==> src/rtl/if_prefetch_pkg.sv <==
// ----------------------------------------------------------------------------
// if_prefetch_pkg
// Shared definitions for the instruction prefetch front end: default bus
// widths, the default reset fetch address and a ceil(log2) helper used to
// size the FIFO pointers and the occupancy / outstanding-request counters.
// ----------------------------------------------------------------------------
package if_prefetch_pkg;

  localparam int          INST_AW = 32;            // instruction address bus
  localparam int          INST_DW = 32;            // instruction data bus
  localparam logic [31:0] RST_PC  = 32'h0000_0000; // default first fetch

  // Smallest r with 2**r >= n; clog2(1) = 0.
  function automatic int clog2(input int n);
    int r = 0;
    while ((1 << r) < n) r++;
    return r;
  endfunction

endpackage

==> src/rtl/if_prefetch_fetch_fifo.sv <==
// ----------------------------------------------------------------------------
// if_prefetch_fetch_fifo
// Synchronous DEPTH-entry FIFO holding {address, instruction} records.
// Flush has priority over push and pop. When the FIFO is empty, head keeps
// showing the last entry that was at the head (zero after reset).
//
// Ports:
//   clk, rst      clock, asynchronous active-high reset
//   push, wdata   write wdata at the tail
//   pop           drop the head entry
//   flush         empty the FIFO (push/pop that cycle ignored)
//   count         number of valid entries (0..DEPTH)
//   head          head entry, or last head value when empty
// ----------------------------------------------------------------------------
module if_prefetch_fetch_fifo
  import if_prefetch_pkg::*;
#(
  parameter  int W     = 64,
  parameter  int DEPTH = 4,
  localparam int CW    = clog2(DEPTH + 1)
) (
  input  logic          clk,
  input  logic          rst,
  input  logic          push,
  input  logic          pop,
  input  logic          flush,
  input  logic [W-1:0]  wdata,
  output logic [CW-1:0] count,
  output logic [W-1:0]  head
);

  localparam int PW = clog2(DEPTH);

  logic [W-1:0]  mem [DEPTH];
  logic [PW-1:0] rd_ptr;
  logic [PW-1:0] wr_ptr;
  logic [W-1:0]  hold_q;

  always_ff @(posedge clk or posedge rst) begin
    if (rst) begin
      rd_ptr <= '0;
      wr_ptr <= '0;
      count  <= '0;
      hold_q <= '0;
    end else begin
      if (count != '0) hold_q <= mem[rd_ptr];
      if (flush) begin
        rd_ptr <= '0;
        wr_ptr <= '0;
        count  <= '0;
      end else begin
        if (push) wr_ptr <= wr_ptr + PW'(1);
        if (pop)  rd_ptr <= rd_ptr + PW'(1);
        count <= count + CW'(push) - CW'(pop);
      end
    end
  end

  // Storage needs no reset: it is only observed through head while count != 0.
  // On a full push+pop the write lands in the slot being read out this cycle.
  always_ff @(posedge clk) begin
    if (push && !flush) mem[wr_ptr] <= wdata;
  end

  assign head = (count != '0) ? mem[rd_ptr] : hold_q;

  a_no_overflow : assert property (@(posedge clk) disable iff (rst)
    !(push && !pop && !flush && count == CW'(DEPTH)));

endmodule

==> src/rtl/if_prefetch.sv <==
// ----------------------------------------------------------------------------
// if_prefetch
// Instruction prefetch front end. Issues word fetches on a req/gnt/rvalid
// bus with up to MAX_OS requests in flight, buffers responses in a DEPTH
// entry FIFO and presents them to decode over valid/ready. A jump flushes
// the FIFO, redirects the PC and marks every in-flight response for drop.
//
// Ports:
//   clk, rst         clock, asynchronous active-high reset
//   jump_en_i        redirect request from ctrl
//   jump_addr_i      redirect target (bits [1:0] ignored)
//   imem_req_o       fetch request valid
//   imem_addr_o      fetch address (word aligned)
//   imem_gnt_i       request accepted this cycle
//   imem_rvalid_i    in-order response valid
//   imem_rdata_i     response instruction
//   inst_valid_o     FIFO head valid to decode
//   inst_o           head instruction
//   inst_addr_o      head instruction address
//   inst_ready_i     decode accepts head
// ----------------------------------------------------------------------------
module if_prefetch
  import if_prefetch_pkg::*;
#(
  parameter int            AW       = INST_AW,
  parameter int            DW       = INST_DW,
  parameter int            DEPTH    = 4,
  parameter int            MAX_OS   = 2,
  parameter logic [AW-1:0] RESET_PC = AW'(RST_PC)
) (
  input  logic          clk,
  input  logic          rst,
  input  logic          jump_en_i,
  input  logic [AW-1:0] jump_addr_i,
  output logic          imem_req_o,
  output logic [AW-1:0] imem_addr_o,
  input  logic          imem_gnt_i,
  input  logic          imem_rvalid_i,
  input  logic [DW-1:0] imem_rdata_i,
  output logic          inst_valid_o,
  output logic [DW-1:0] inst_o,
  output logic [AW-1:0] inst_addr_o,
  input  logic          inst_ready_i
);

  localparam int CW = clog2(DEPTH + 1);

  logic [AW-1:0]    pc_q;
  logic [AW-1:0]    resp_pc;
  logic [CW-1:0]    os_cnt;
  logic [CW-1:0]    drop_cnt;
  logic [CW-1:0]    fifo_cnt;
  logic [CW:0]      slots_used;
  logic [AW-1:0]    jump_pc;
  logic [AW+DW-1:0] fifo_head;
  logic             issue;
  logic             rsp;
  logic             drop_now;
  logic             push;
  logic             pop;

  // Responses still to be dropped will never occupy the FIFO, so they do
  // not count against its capacity. drop_cnt <= os_cnt always holds.
  assign slots_used = {1'b0, fifo_cnt} + {1'b0, os_cnt} - {1'b0, drop_cnt};

  assign imem_req_o  = !rst && !jump_en_i && (os_cnt < CW'(MAX_OS)) &&
                       (slots_used < (CW+1)'(DEPTH));
  assign imem_addr_o = pc_q;

  assign issue    = imem_req_o && imem_gnt_i;
  assign rsp      = imem_rvalid_i && (os_cnt != '0);
  assign drop_now = rsp && (drop_cnt != '0);
  assign push     = rsp && !drop_now;

  assign inst_valid_o = (fifo_cnt != '0) && !jump_en_i;
  assign pop          = inst_valid_o && inst_ready_i;

  assign jump_pc = jump_addr_i & ~AW'(3);

  always_ff @(posedge clk or posedge rst) begin
    if (rst) begin
      pc_q     <= RESET_PC;
      resp_pc  <= RESET_PC;
      os_cnt   <= '0;
      drop_cnt <= '0;
    end else begin
      os_cnt <= os_cnt + CW'(issue) - CW'(rsp);
      if (jump_en_i) begin
        // Everything still in flight after this cycle belongs to the old stream.
        pc_q     <= jump_pc;
        resp_pc  <= jump_pc;
        drop_cnt <= os_cnt - CW'(rsp);
      end else begin
        if (issue)    pc_q     <= pc_q + AW'(4);
        if (push)     resp_pc  <= resp_pc + AW'(4);
        if (drop_now) drop_cnt <= drop_cnt - CW'(1);
      end
    end
  end

  if_prefetch_fetch_fifo #(
    .W     (AW + DW),
    .DEPTH (DEPTH)
  ) u_fifo (
    .clk   (clk),
    .rst   (rst),
    .push  (push),
    .pop   (pop),
    .flush (jump_en_i),
    .wdata ({resp_pc, imem_rdata_i}),
    .count (fifo_cnt),
    .head  (fifo_head)
  );

  assign inst_addr_o = fifo_head[AW+DW-1:DW];
  assign inst_o      = fifo_head[DW-1:0];

  a_rvalid_expected : assert property (@(posedge clk) disable iff (rst)
    imem_rvalid_i |-> (os_cnt != '0));

endmodule
==> config.mk <==
export PLATFORM = sky130hd
export DESIGN_NAME = if_prefetch
export DESIGN_NICKNAME = d
export VERILOG_FILES = /design/src/rtl/if_prefetch_pkg.sv /design/src/rtl/if_prefetch_fetch_fifo.sv /design/src/rtl/if_prefetch.sv
export SDC_FILE = /design/constraint.sdc
export NUM_CORES = 1
export LEC_CHECK = 0
export ABC_AREA = 1
export CAP_MARGIN = 30
export CORE_MARGIN = 2
export CORE_UTILIZATION = 64
export DETAILED_ROUTE_END_ITERATION = 8
export DONT_BUFFER_PORTS = 1
export GPL_TIMING_DRIVEN = 1
export PLACE_DENSITY = 0.89
export SYNTH_ARGS = -nofsm -noshare
export SYNTH_HDL_FRONTEND = slang
export SYNTH_SLANG_ARGS = --single-unit
==> constraint.sdc <==
create_clock -name clk -period 6.2 [get_ports clk]
set_input_delay 0.31 -clock clk [delete_from_list [all_inputs] [get_ports clk]]
set_output_delay 0.31 -clock clk [all_outputs]
set_load 0.02 [all_outputs]
==> summary.md <==
| Metric | Value |
|---|---|
| Crit path DAT | `about 3200 ps` |
| Synth Warn # | `0` |
| Sink Count | `slightly below 400` |
| Die Area | `~0.027 sq mm` |
| WL/cell | `between 15 and 20 um` |
| Ports | `~170` |
| Row cnt | `approximately 60` |
| Most used DFF post-synth | `edfxtp_1` |
| Antenna diodes | `0` |
| Rel. slew slack | `a little under a third` |
| Critical R2R Launch | `drop_cnt[1]` |
| Pleak | `approximately 0.0073 uW` |
| Startpoint type of the worst setup path | `flip-flop` |
| Final period util | `around 57%` |
| CTS tree | `yes` |
| GPL Wtd Cong | `0.973` |
| Hold_ws | `about 14 ps` |
| Actual slew at the worst max-slew pin | `slightly above 1000 ps` |
| Final setup violation count | `0` |
| #FFs+latches synth | `385` |
| H-tree depth | `2` |
| Register area share after synthesis | `about two thirds` |
| Detail Placement HPWL | `between 20,000 and 25,000 um` |
| TritonCTS Buffers | `39` |
| Crit path largest cell delay | `between 800 and 900 ps` |
| Crit path from | `u_fifo.rd_ptr[0]` |
| First-pass GRT wire length | `about 64,000 um` |
| GRT overflow | `0` |
| Maxcap violations | `0` |
| Avg Cell Area, Syn | `9.83 sq um` |
| Slowest-stage cell, CP | `buf_4` |
| Layout Area Growth over Synthesis | `12.2%` |
| Gate Count Post-Synth | `1,705` |
| # DRC | `0` |
| Via count | `12,600` |
| Reg2reg path depth | `9` |
| Crit path max-delay family | `buffers and inverters` |
| Avg Vias per Cell | `approximately 6.0` |
| Filler Cells Inserted | `between 1,500 and 2,000` |
| Shortest period the worst path allows | `3510 ps` |
| PD cells | `468 mW/mm^2` |
| Crit-path cells | `buf_4 > nor2_1 > nor2_1 > o21ai_0 > a31oi_1` |
| Hold Path Depth | `4` |
| Most common cell after layout, fill and taps aside | `nor2_1` |
| CP endpoint kind | `primary output` |
| Iter 0 DRT Violations | `between 1,000 and 1,500` |
| Buf+Inv Stages, Crit Path | `1` |
| Max Buffers Root-to-Sink | `3` |
| # port buffers | `0` |
| Most frequent cells in the layout | `nor2_1, nand2_1, edfxtp_1` |
| Drt pass-1 iters | `6` |
| Total wire length | `between 40,000 and 50,000 um` |
| RSZ-0062 raised after global routing | `false` |
| Max Slew Vio Count | `0` |
| Vias in the first global route | `12,400` |
| GR Util All Layers | `between 20% and 30%` |
| Crit Path Class | `flip-flop to primary output` |
| Required @ worst endpoint | `approximately 5900 ps` |
| Ys async rst share | `approximately 36%` |
| Synth Cell Area | `approximately 0.017 sq mm` |
| CORE AREA | `0.0259 sq mm` |
| Post-synth cell types | `33` |
| Worst vdd ir | `0.429 mV` |
| Share of cells above drive strength 1 | `5.39%` |
| HP Start | `jump_addr_i[20]` |
| Status | `complete, no violations` |
| Worst Hold Class | `primary input to flip-flop` |
| Most common cell on crit path | `nor2_1` |
| Clk root buf | `clkbuf_16` |
| Nets | `1,824` |
| Setup TNS | `0 ps` |
| Clock skew | `~25 ps` |
| Fin. Hold Viols | `0` |
| Routed Antenna Nets | `0` |
| Chip height | `166 um` |
| Worst-Skew Late Latency | `about 520 ps` |
| Worst-path clk slew | `around 60 ps` |
| Largest net degree at the start of global routing | `95` |
| Top achievable clock speed | `approximately 0.28 GHz` |
| Antenna violations before repair | `0` |
| Number of flops mapped to enable cells by yosys | `248` |
| CP Depth | `5` |
| Initial core utilization | `roughly two thirds` |
| CP Max Fanout | `90` |
| Die X | `~170 um` |
==> synth_stat cells (3+ instances only) <==
library cell  instances  area, sq um
nor2_1              422         1580
nand2_1             318         1190
edfxtp_1            248         7450
o21ai_0             164          821
dfrtp_1             137         3430
inv_1                89          334
nand3_1              66          330
a31oi_1              65          407
a21oi_1              44          220
clkbuf_1             44          165
buf_2                18         90.1
ha_1                 18          225
buf_1                11         41.3
nor3_1                7         35.0
xor2_1                6         52.6
nand3b_1              5         37.5
o21bai_1              5         37.5
buf_4                 4         30.0
fa_1                  4         80.1
inv_2                 4         15.0
nand4_1               4         25.0
nand2_2               3         18.8
nor2_2                3         18.8
xnor2_1               3         26.3
==> worst paths after layout <==
kind	to	slack (ps)
setup reg to reg	u_fifo.mem[0][59]	2910
hold reg to reg	os_cnt[0]	570
setup / recovery	inst_o[9]	2690
min in group asynchronous	os_cnt[0]	220
hold / removal	imem_addr_o[20]	10
max in group asynchronous	u_fifo.rd_ptr[0]	4680
==> power by group <==
part,switching [uW],leakage (uW),total [uW],internal [uW]
clock,979,0.000610,2300,1330
sequential,374,0.00384,3570,3190
combinational,2240,0.00286,2920,683
==> sequential cells by signal, indices dropped and copies added, names as in the netlist <==
name / cells
drop_cnt: 3
u_fifo.rd_ptr: 2
resp_pc: 30
os_cnt: 3
u_fifo.count: 3
u_fifo.wr_ptr: 2
u_fifo.mem: 248
imem_addr_o: 30
u_fifo.hold_q: 64
==> worst reg2reg max path: cells and delay by family, from the launching register on <==
family | cells | cell delay [ps]
simple gates | 4 | 1180
buf+inv | 4 | 1110
flops | 1 | 410
fa+ha+maj | 1 | 150
==> area by class of cell <==
class	instances	area, sq um	area share, %
clock inverters	18	186	0.991
multi-input cells	1151	5250	27.9
inverters	93	354	1.88
well taps	335	419	2.23
flip-flops and latches	385	10900	57.9
clock buffers	53	1080	5.74
repair buffers	62	638	3.39
==> cells by family (layout without fill, tap and decap cells) <==
kind of cell | count (synthesis) | in the layout | synth area share [%]
compound gates | 283 | 283 | 9.08
xor+xnor | 9 | 9 | 0.470
fa+ha+maj | 22 | 22 | 1.82
buf+inv | 170 | 226 | 4.03
flops | 385 | 385 | 64.9
other cells | 1 | 2 | 0.0224
simple gates | 835 | 835 | 19.7
==> timing repair <==
action | CTS | global route
endpoints found under the hold margin | 242 | 0
gates resized for setup | 0 | 0
hold buffers | 48 | 0
setup buffers | 0 | 0
==> layer usage <==
layer  wire [um]  vias to the layer above  share of wire [%]  global-route usage, %
li1            -                     5770                  -                      -
met1       15300                     5962                 38                   36.8
met2       20200                      742                 50                   50.0
met3        4100                       82                 10                   7.08
met4         887                        0                2.2                   10.1
met5           0                        -                  0                      0
==> through the flow <==
stage | cell area, sq um | total power [uW] | worst slack (ps) | std cells | util (%)
finish | 18800 | 8790 | 2690 | 2097 | 72.6
global route | 18800 | 9230 | 2520 | 2097 | 72.6
CTS | 18800 | 8770 | 2740 | 2096 | 72.5
detailed placement | 17000 | 6430 | 2950 | 1977 | 65.7
global placement | 17000 | 6270 | 2800 | 1975 | 65.5
floorplan | 16800 | 5760 | 1960 | 1706 | -
No activity file was read; power rests on OpenSTA's default activity.
